===== src/rtl/mem_access_unit.sv =====
// Memory access unit: MAR, MDR and on-chip data RAM, sequenced IDLE -> WAIT -> XFER -> ACK.
// Optional feature: define MEM_PARITY_EN to store and check an even-parity bit per RAM word.
module mem_access_unit #(
  parameter int DATA_W   = 16,
  parameter int ADDR_W   = 8,
  parameter int DEPTH    = 256,
  parameter int WAIT_CYC = 2
) (
  input  logic              clk,
  input  logic              rst,
  input  logic [DATA_W-1:0] busIn,
  input  logic              marIn,
  input  logic              mdrWriteEN,
  input  logic              mdrReadEN,
  input  logic              memEN,
  input  logic              RW,
  input  logic              mdrOut,
  output logic [DATA_W-1:0] busOut,
  output logic              memBusy,
  output logic              memAck,
  output logic              addrErr,
  output logic              busErr,
  output logic              parErr,
  output logic [1:0]        state_dbg
);

  typedef enum logic [1:0] {S_IDLE, S_WAIT, S_XFER, S_ACK} state_t;

`ifdef MEM_PARITY_EN
  localparam int RAM_W = DATA_W + 1;
`else
  localparam int RAM_W = DATA_W;
`endif
  localparam logic [ADDR_W:0] DEPTH_L   = (ADDR_W+1)'(DEPTH);
  localparam logic [3:0]      WAIT_LOAD = (WAIT_CYC > 0) ? 4'(WAIT_CYC - 1) : 4'd0;

  state_t              state, nxt;
  logic [3:0]          wait_cnt;
  logic                op_write, op_rden;
  logic [ADDR_W-1:0]   op_addr;
  logic [DATA_W-1:0]   op_data;
  logic [ADDR_W-1:0]   mar;
  logic [DATA_W-1:0]   mdr;
  logic                addr_err_q, bus_err_q;
  logic [RAM_W-1:0]    ram [0:DEPTH-1];

  logic                in_range, regs_open, accept, collide;
  logic [RAM_W-1:0]    rd_word, wr_word;
  logic [DATA_W-1:0]   rd_data;

  // The access works on the MAR/MDR values captured at acceptance, so a
  // same-edge register load never leaks busIn into the transfer.
  assign in_range  = ({1'b0, op_addr} < DEPTH_L);
  assign regs_open = (state == S_IDLE) || (state == S_ACK);
  assign accept    = (state == S_IDLE) && memEN;
  assign collide   = ((state == S_WAIT) || (state == S_XFER)) && (marIn || mdrWriteEN || memEN);
  assign rd_word   = in_range ? ram[op_addr] : '0;
  assign rd_data   = rd_word[DATA_W-1:0];

`ifdef MEM_PARITY_EN
  assign wr_word = {^op_data, op_data};
`else
  assign wr_word = op_data;
`endif

  assign busOut    = mdrOut ? mdr : '0;
  assign addrErr   = addr_err_q;
  assign busErr    = bus_err_q;
  assign state_dbg = state;

  always_comb begin
    nxt     = state;
    memBusy = 1'b0;
    memAck  = 1'b0;
    case (state)
      S_IDLE: if (memEN) nxt = (WAIT_CYC == 0) ? S_XFER : S_WAIT;
      S_WAIT: begin
        memBusy = 1'b1;
        if (wait_cnt == 4'd0) nxt = S_XFER;
      end
      S_XFER: begin
        memBusy = 1'b1;
        nxt     = S_ACK;
      end
      S_ACK: begin
        memAck = 1'b1;
        nxt    = S_IDLE;
      end
      default: nxt = S_IDLE;
    endcase
  end

  always_ff @(posedge clk or posedge rst) begin
    if (rst) begin
      state      <= S_IDLE;
      wait_cnt   <= 4'd0;
      op_write   <= 1'b0;
      op_rden    <= 1'b0;
      op_addr    <= '0;
      op_data    <= '0;
      mar        <= '0;
      mdr        <= '0;
      addr_err_q <= 1'b0;
      bus_err_q  <= 1'b0;
    end else begin
      state <= nxt;
      if (accept) begin
        wait_cnt <= WAIT_LOAD;
        op_write <= RW;
        op_rden  <= mdrReadEN;
        op_addr  <= mar;
        op_data  <= mdr;
      end else if ((state == S_WAIT) && (wait_cnt != 4'd0)) begin
        wait_cnt <= wait_cnt - 4'd1;
      end
      if (regs_open && marIn) mar <= busIn[ADDR_W-1:0];
      if ((state == S_XFER) && !op_write && op_rden)
        mdr <= in_range ? rd_data : '0;
      else if (regs_open && mdrWriteEN)
        mdr <= busIn;
      if ((state == S_XFER) && !in_range) addr_err_q <= 1'b1;
      if (collide) bus_err_q <= 1'b1;
    end
  end

`ifdef MEM_PARITY_EN
  logic par_err_q;
  always_ff @(posedge clk or posedge rst) begin
    if (rst) par_err_q <= 1'b0;
    else if ((state == S_XFER) && !op_write && in_range && (^rd_word)) par_err_q <= 1'b1;
  end
  assign parErr = par_err_q;
`else
  assign parErr = 1'b0;
`endif

  // RAM has no reset; contents survive rst.
  always_ff @(posedge clk) begin
    if ((state == S_XFER) && op_write && in_range) ram[op_addr] <= wr_word;
  end

endmodule


===== config.mk =====
export PLATFORM = sky130hd
export DESIGN_NAME = mem_access_unit
export DESIGN_NICKNAME = d
export VERILOG_FILES = /design/src/rtl/mem_access_unit.sv
export SDC_FILE = /design/constraint.sdc
export NUM_CORES = 2
export LEC_CHECK = 0
export CELL_PAD_IN_SITES_DETAIL_PLACEMENT = 0
export CELL_PAD_IN_SITES_GLOBAL_PLACEMENT = 1
export CORE_MARGIN = 3
export CORE_UTILIZATION = 30
export CTS_BUF_LIST = sky130_fd_sc_hd__clkbuf_4
export CTS_CLUSTER_DIAMETER = 80
export DETAILED_ROUTE_END_ITERATION = 16
export PLACE_DENSITY = 0.51
export SYNTH_ARGS = -nofsm -noshare
export SYNTH_HDL_FRONTEND = slang
export SYNTH_SLANG_ARGS = --single-unit

===== constraint.sdc =====
create_clock -name clk -period 3.8 [get_ports clk]
set_input_delay 0.76 -clock clk [delete_from_list [all_inputs] [get_ports clk]]
set_output_delay 0.76 -clock clk [all_outputs]
set_load 0.01 [all_outputs]

Word-level counts from Yosys, hierarchy flattened
Memory sizes are Yosys's and may differ from the RTL's.
Cells that the tools add are included.
{"block": "classes", "addsub": 1, "eq_ne": 5, "mux": 12, "n_reduce_logical": 20}
{"operator": "16-bit 2-to-1 mux", "count": 3}
{"operator": "1-bit logical AND", "count": 8}
{"operator": "4-bit 2-to-1 mux", "count": 2}
{"operator": "2-bit one-hot mux with 4 select lines", "count": 1}
{"operator": "2-bit == test (second input constant)", "count": 2}
{"operator": "4-bit zero test", "count": 1}
{"operator": "1-bit logical OR", "count": 4}
{"operator": "1-bit 2-to-1 mux", "count": 4}
{"operator": "2-bit 2-to-1 mux", "count": 2}
{"operator": "2-bit inequality test (second input constant)", "count": 2}
{"operator": "2-bit nonzero test", "count": 2}
{"operator": "4-bit nonzero test", "count": 1}
{"operator": "4-bit by 1-bit subtractor with 4-bit output (second input constant)", "count": 1}
{"operator": "2-bit by 1-bit == test with 1-bit output (second input constant)", "count": 1}
{"operator": "2-bit zero test", "count": 1}
{"operator": "2-bit AND reduction", "count": 1}
{"operator": "2-bit OR reduction", "count": 1}
{"operator": "1-bit zero test", "count": 1}
{"block": "totals", "regBits": 57, "mem_bits_rw": 4096, "in_bits": 24, "out_inout_bits": 23, "elab_cells": 48, "mem_count": 1}
{"memory": "ram", "depth": 256, "width": 16, "read_ports": 1, "rd_ports_with_merged_regs": 0, "wr": 1, "line_no": "45", "source": "logic [RAM_W-1:0] ram [0:DEPTH-1];"}

Longest topological paths before layout
{"block": "depth", "depth_word": 5, "ltp_mapped": 13, "depth_no_buf": 9}

Worst setup path before layout
Ideal clock, no wire load.
{"block": "synth_timing", "path_type": "flip-flop to flip-flop", "start": "reg op_data[0]", "end": "mem ram[0][0] (netlist name) (data pin)", "setup_time_ns": 0.803, "t_arrival_ns": 3.179, "required_ns": 2.997, "setup_slack_ns": -0.182, "path_stages_with_launch": 1, "n_path_buf": 0, "period_less_slack_ns": 3.982, "cell_sequence": "dfrtp_1"}
{"item": "from (decl)", "line_no": "41", "source": "logic [DATA_W-1:0] op_data;"}
{"item": "from (signal assigned)", "line_no": "112", "source": "op_data <= mdr;"}
{"item": "to (decl)", "line_no": "45"}
Straight into the memory's write port.

Worst setup path after layout
{"block": "layout_timing", "start": "reg op_addr[3]", "end": "reg mdr[12]"}
{"block": "layout_via", "elab_chain_len": 2}
{"item": "from (decl)", "line_no": "40", "source": "logic [ADDR_W-1:0] op_addr;"}
{"item": "from (signal assigned)", "line_no": "111", "source": "op_addr <= mar;"}
{"item": "memory read 256 x 16 bit"}
{"item": "16-bit 2-to-1 mux", "line_no": "117", "source": "if ((state == S_XFER) && !op_write && op_rden)"}
{"item": "to (signal assigned)", "line_no": "118", "source": "mdr <= in_range ? rd_data : '0;"}
{"item": "to (signal assigned)", "line_no": "120", "source": "mdr <= busIn;"}
{"item": "to (decl)", "line_no": "43", "source": "logic [DATA_W-1:0] mdr;"}
No other way between the ends.
A chain may end at the register's enable or synchronous reset.

==> flow_summary.yaml <==
run_status:
  status: "finished, final reports clean"
global_route:
  grt_pass1_vias: 89223
  antenna_found_initial: 52
  globalRouteOverflowTotal: 0
  track_usage_pct: 18.8
  grt_max_degree: 138
  grt_pass1_wl_um: 707000
worst_hold_path:
  hp-class: "input port to flip-flop"
  min_path_cells: 3
  hp-start: "busIn[12]"
  hold_end: "mdr[12]"
clocking:
  root_buffer: "clkbuf_4"
  cts_made_buffers: 1190
  clockBufferDepth: 5
  cts.sinks: 4153
  clock_latency_ps: 1730
  cts.htree.levels: 7
  clk_pin_slew_worst_paths_ps: 70
  cts_tree: "yes"
sta:
  skew_ps: 151
  slew_violations: 0
  finalSetupViolations: 0
  slew_headroom_pct: 15.5
  fmax_mhz: 266
  layout_min_cycle_time_ps: 3760
  finalHoldViolCount: 0
  worstMarginPinSlew_ps: 1270
  period_share_pct: 98.8
  tns_ps: 0
placed_design:
  gp_congestion: 0.838
  post-place-cells: 14768
  placed_area_um2: 176000
  dp_hpwl_um: 321000
  portBuffers: 44
cells_and_area:
  drive_gt1_share_pct: 40.7
  postLayoutCellArea_um2: 191000
  area_delta_synth_final_pct: 19.3
  fin_util_pct: 36.0
  nets: 9036
  instances_no_fill: 16757
  fill_cells: 49517
drt:
  drc: 0
  wl_per_cell_um: 30.6
  vias: 85289
  drt_wl_total_um: 512000
  first_pass_iters: 6
  routed_via_density: 5.09
  drt_iter0_drc: 10111
  ant_nets: 0
synth:
  yosysSeqAreaShare_pct: 77.9
  synth.distinct_cells: 68
  synth_edf_count: 4096
  synthArstFlopShare_pct: 1.37
  dominantRegCellSynth: "edfxtp_1"
  syn_inst: 7265
  syn_avg_cell_area_um2: 22.0
  syn-cell-area_um2: 160000
  yosys_register_bits: 4153
  ys.warnings.count: 0
floorplanning:
  die_area_um2: 542000
  core_area_um2: 530000
  num_rows: 267
  die-height_um: 736
  start_util_pct: 30.2
  chipWidth_um: 736
  boundaryPins: 47
power_and_ir_drop:
  p_per_area_nw_per_um2: 774
  peakVddDrop_mv: 0.608
  leakage_nw: 61.4
worst_setup_path:
  crit_path_max_fanout: 43
  cp.arrival_ps: 5270
  crit_type: "flip-flop to flip-flop"
  start_kind: "flip-flop"
  rr_worst_depth: 12
  cp-end-kind: "flip-flop"
  crit_required_ps: 5310
  regToRegEndpoint: "mdr[12]"
  r2r_start: "op_addr[3]"
  reg2reg_slack_ps: 40
flow_run:
  drv_cap: 0
[critical path, stage by stage (launching register included)]
cell and delay (ps):
dfrtp_4 510, buf_12 210, inv_16 350, buf_12 310
buf_4 240, mux2i_1 280, o22ai_1 220, nor3_2 440
buf_4 200, nand2_1 50, a211oi_2 380, buf_4 190
a221oi_1 70
[report_power, final]
part,internal [mW],total [mW],switching [mW]
clock,20.6,38.9,18.3
combinational,18.4,48.8,30.4
sequential,57.3,59.9,2.54
total,96.4,148,51.2
[stage by stage]
step	hold WS [ps]	setup WS, ps	total power [mW]
final	303	43.8	148
after global routing	156	-11.1	154
after CTS	10.3	-38.1	149
after detailed placement	465	-512	110
after global placement	451	-646	109
after floorplan	477	424	85.3
[final cells by class]
| type | instances | area (um^2) | share of cell area [%] |
|---|---|---|---|
| Clock inverter | 232 | 1090 | 0.574 |
| Antenna cell | 33 | 82.6 | 0.0433 |
| Tap cell | 6994 | 8750 | 4.59 |
| Timing Repair Buffer | 967 | 9860 | 5.17 |
| Inverter | 16 | 78.8 | 0.0413 |
| Clock buffer | 1684 | 12600 | 6.63 |
| Sequential cell | 4153 | 125000 | 65.3 |
| Multi-Input combinational cell | 2678 | 33600 | 17.6 |
[metal layers]
layer	wire, um	global-route usage [%]	up-vias
met3	40300	4.96	679
met1	217000	25.4	45998
met2	241000	29.4	3754
li1	-	-	34854
met5	21	0	-
met4	14000	6.57	4
[what timing repair did]
action | in CTS | in global routing
endpoints found under the hold margin | 80 | 0
pin swaps | 3 | 1
buffers inserted | 18 | 2
setup endpoints to repair | 19 | 6
gates resized for setup | 46 | 3
hold buffers | 20 | 0
[synthesized netlist by cell type, types with 6 or more instances]
| master | instances | share of area [%] |
|---|---|---|
| edfxtp_1 | 4096 | 77 |
| mux4_2 | 982 | 14 |
| nor2_1 | 318 | 0.75 |
| nand2_1 | 294 | 0.69 |
| mux2i_1 | 285 | 1.8 |
| clkbuf_1 | 163 | 0.38 |
| buf_2 | 98 | 0.31 |
| o22ai_1 | 97 | 0.38 |
| a21oi_1 | 95 | 0.30 |
| buf_4 | 85 | 0.40 |
| a22oi_1 | 78 | 0.37 |
| a32oi_1 | 73 | 0.40 |
| o21ai_0 | 73 | 0.23 |
| mux2_2 | 71 | 0.50 |
| dfrtp_1 | 57 | 0.89 |
| buf_6 | 40 | 0.28 |
| buf_1 | 32 | 0.075 |
| nor3_1 | 28 | 0.088 |
| nand3_1 | 20 | 0.063 |
| nor2b_1 | 19 | 0.074 |
| and2_1 | 18 | 0.070 |
| o22a_1 | 18 | 0.099 |
| a31oi_1 | 16 | 0.063 |
| nor4_1 | 15 | 0.059 |
| inv_1 | 13 | 0.031 |
| o221ai_1 | 13 | 0.071 |
| a211oi_1 | 11 | 0.052 |
| a22o_1 | 11 | 0.060 |
| o211ai_1 | 11 | 0.052 |
| nand2b_1 | 10 | 0.039 |
| a221oi_1 | 9 | 0.049 |
| and3_1 | 8 | 0.031 |
| or3_1 | 8 | 0.031 |
| o2111ai_1 | 7 | 0.038 |
| or4_1 | 7 | 0.033 |
| a21o_1 | 6 | 0.028 |
| a311oi_1 | 6 | 0.033 |
| ha_1 | 6 | 0.047 |
[placed cells by master (no fill, tap or decap), drive strengths merged, types with 11 or more instances in the layout]
cell	n
a211oi	11
a21oi	95
a22o	11
a22oi	78
a31oi	16
a32oi	73
and2	21
buf	908
clkbuf	1684
clkdlybuf4s50	26
clkinv	198
dfrtp	57
diode	33
dlygate4sd2	12
dlygate4sd3	20
edfxtp	4096
inv	43
mux2	71
mux2i	285
mux4	983
nand2	294
nand3	20
nor2	318
nor2b	19
nor3	28
nor4	15
o211ai	11
o21ai	75
o221ai	13
o22a	18
o22ai	97
[registers in the layout (all words and copies together), names as in the netlist]
signal / count
op_write: 1
state_dbg: 2
mar: 8
op_rden: 1
op_addr: 8
wait_cnt: 4
ram: 4096
op_data: 16
mdr: 16
busErr: 1
[worst max-delay path by stage]
stage / slack (ps) / endpoint / from / cells after the start
global route: -10 / state_dbg[1] / state_dbg[1] / 2
CTS: -40 / mdr[13] / op_addr[0] / 14
global placement: -650 / mdr[13] / op_addr[0] / 13
detailed placement: -510 / mdr[13] / op_addr[0] / 13
finish: 40 / mdr[12] / op_addr[3] / 12
floorplan: 420 / ram[96][0] / op_addr[0] / 11
[logic make-up after synthesis]
group	Yosys count	synth area share, %
flip-flops	4153	77.9
XOR/XNOR	3	0.0164
AND/OR/NAND/NOR	773	2.06
adder cells (fa/ha/maj)	6	0.0470
multiplexers	1339	16.1
buffers and inverters	435	1.49
other	1	0.00235
AO/OA/AOI/OAI	555	2.39
Note: power is estimated with default switching activity, not from simulation.
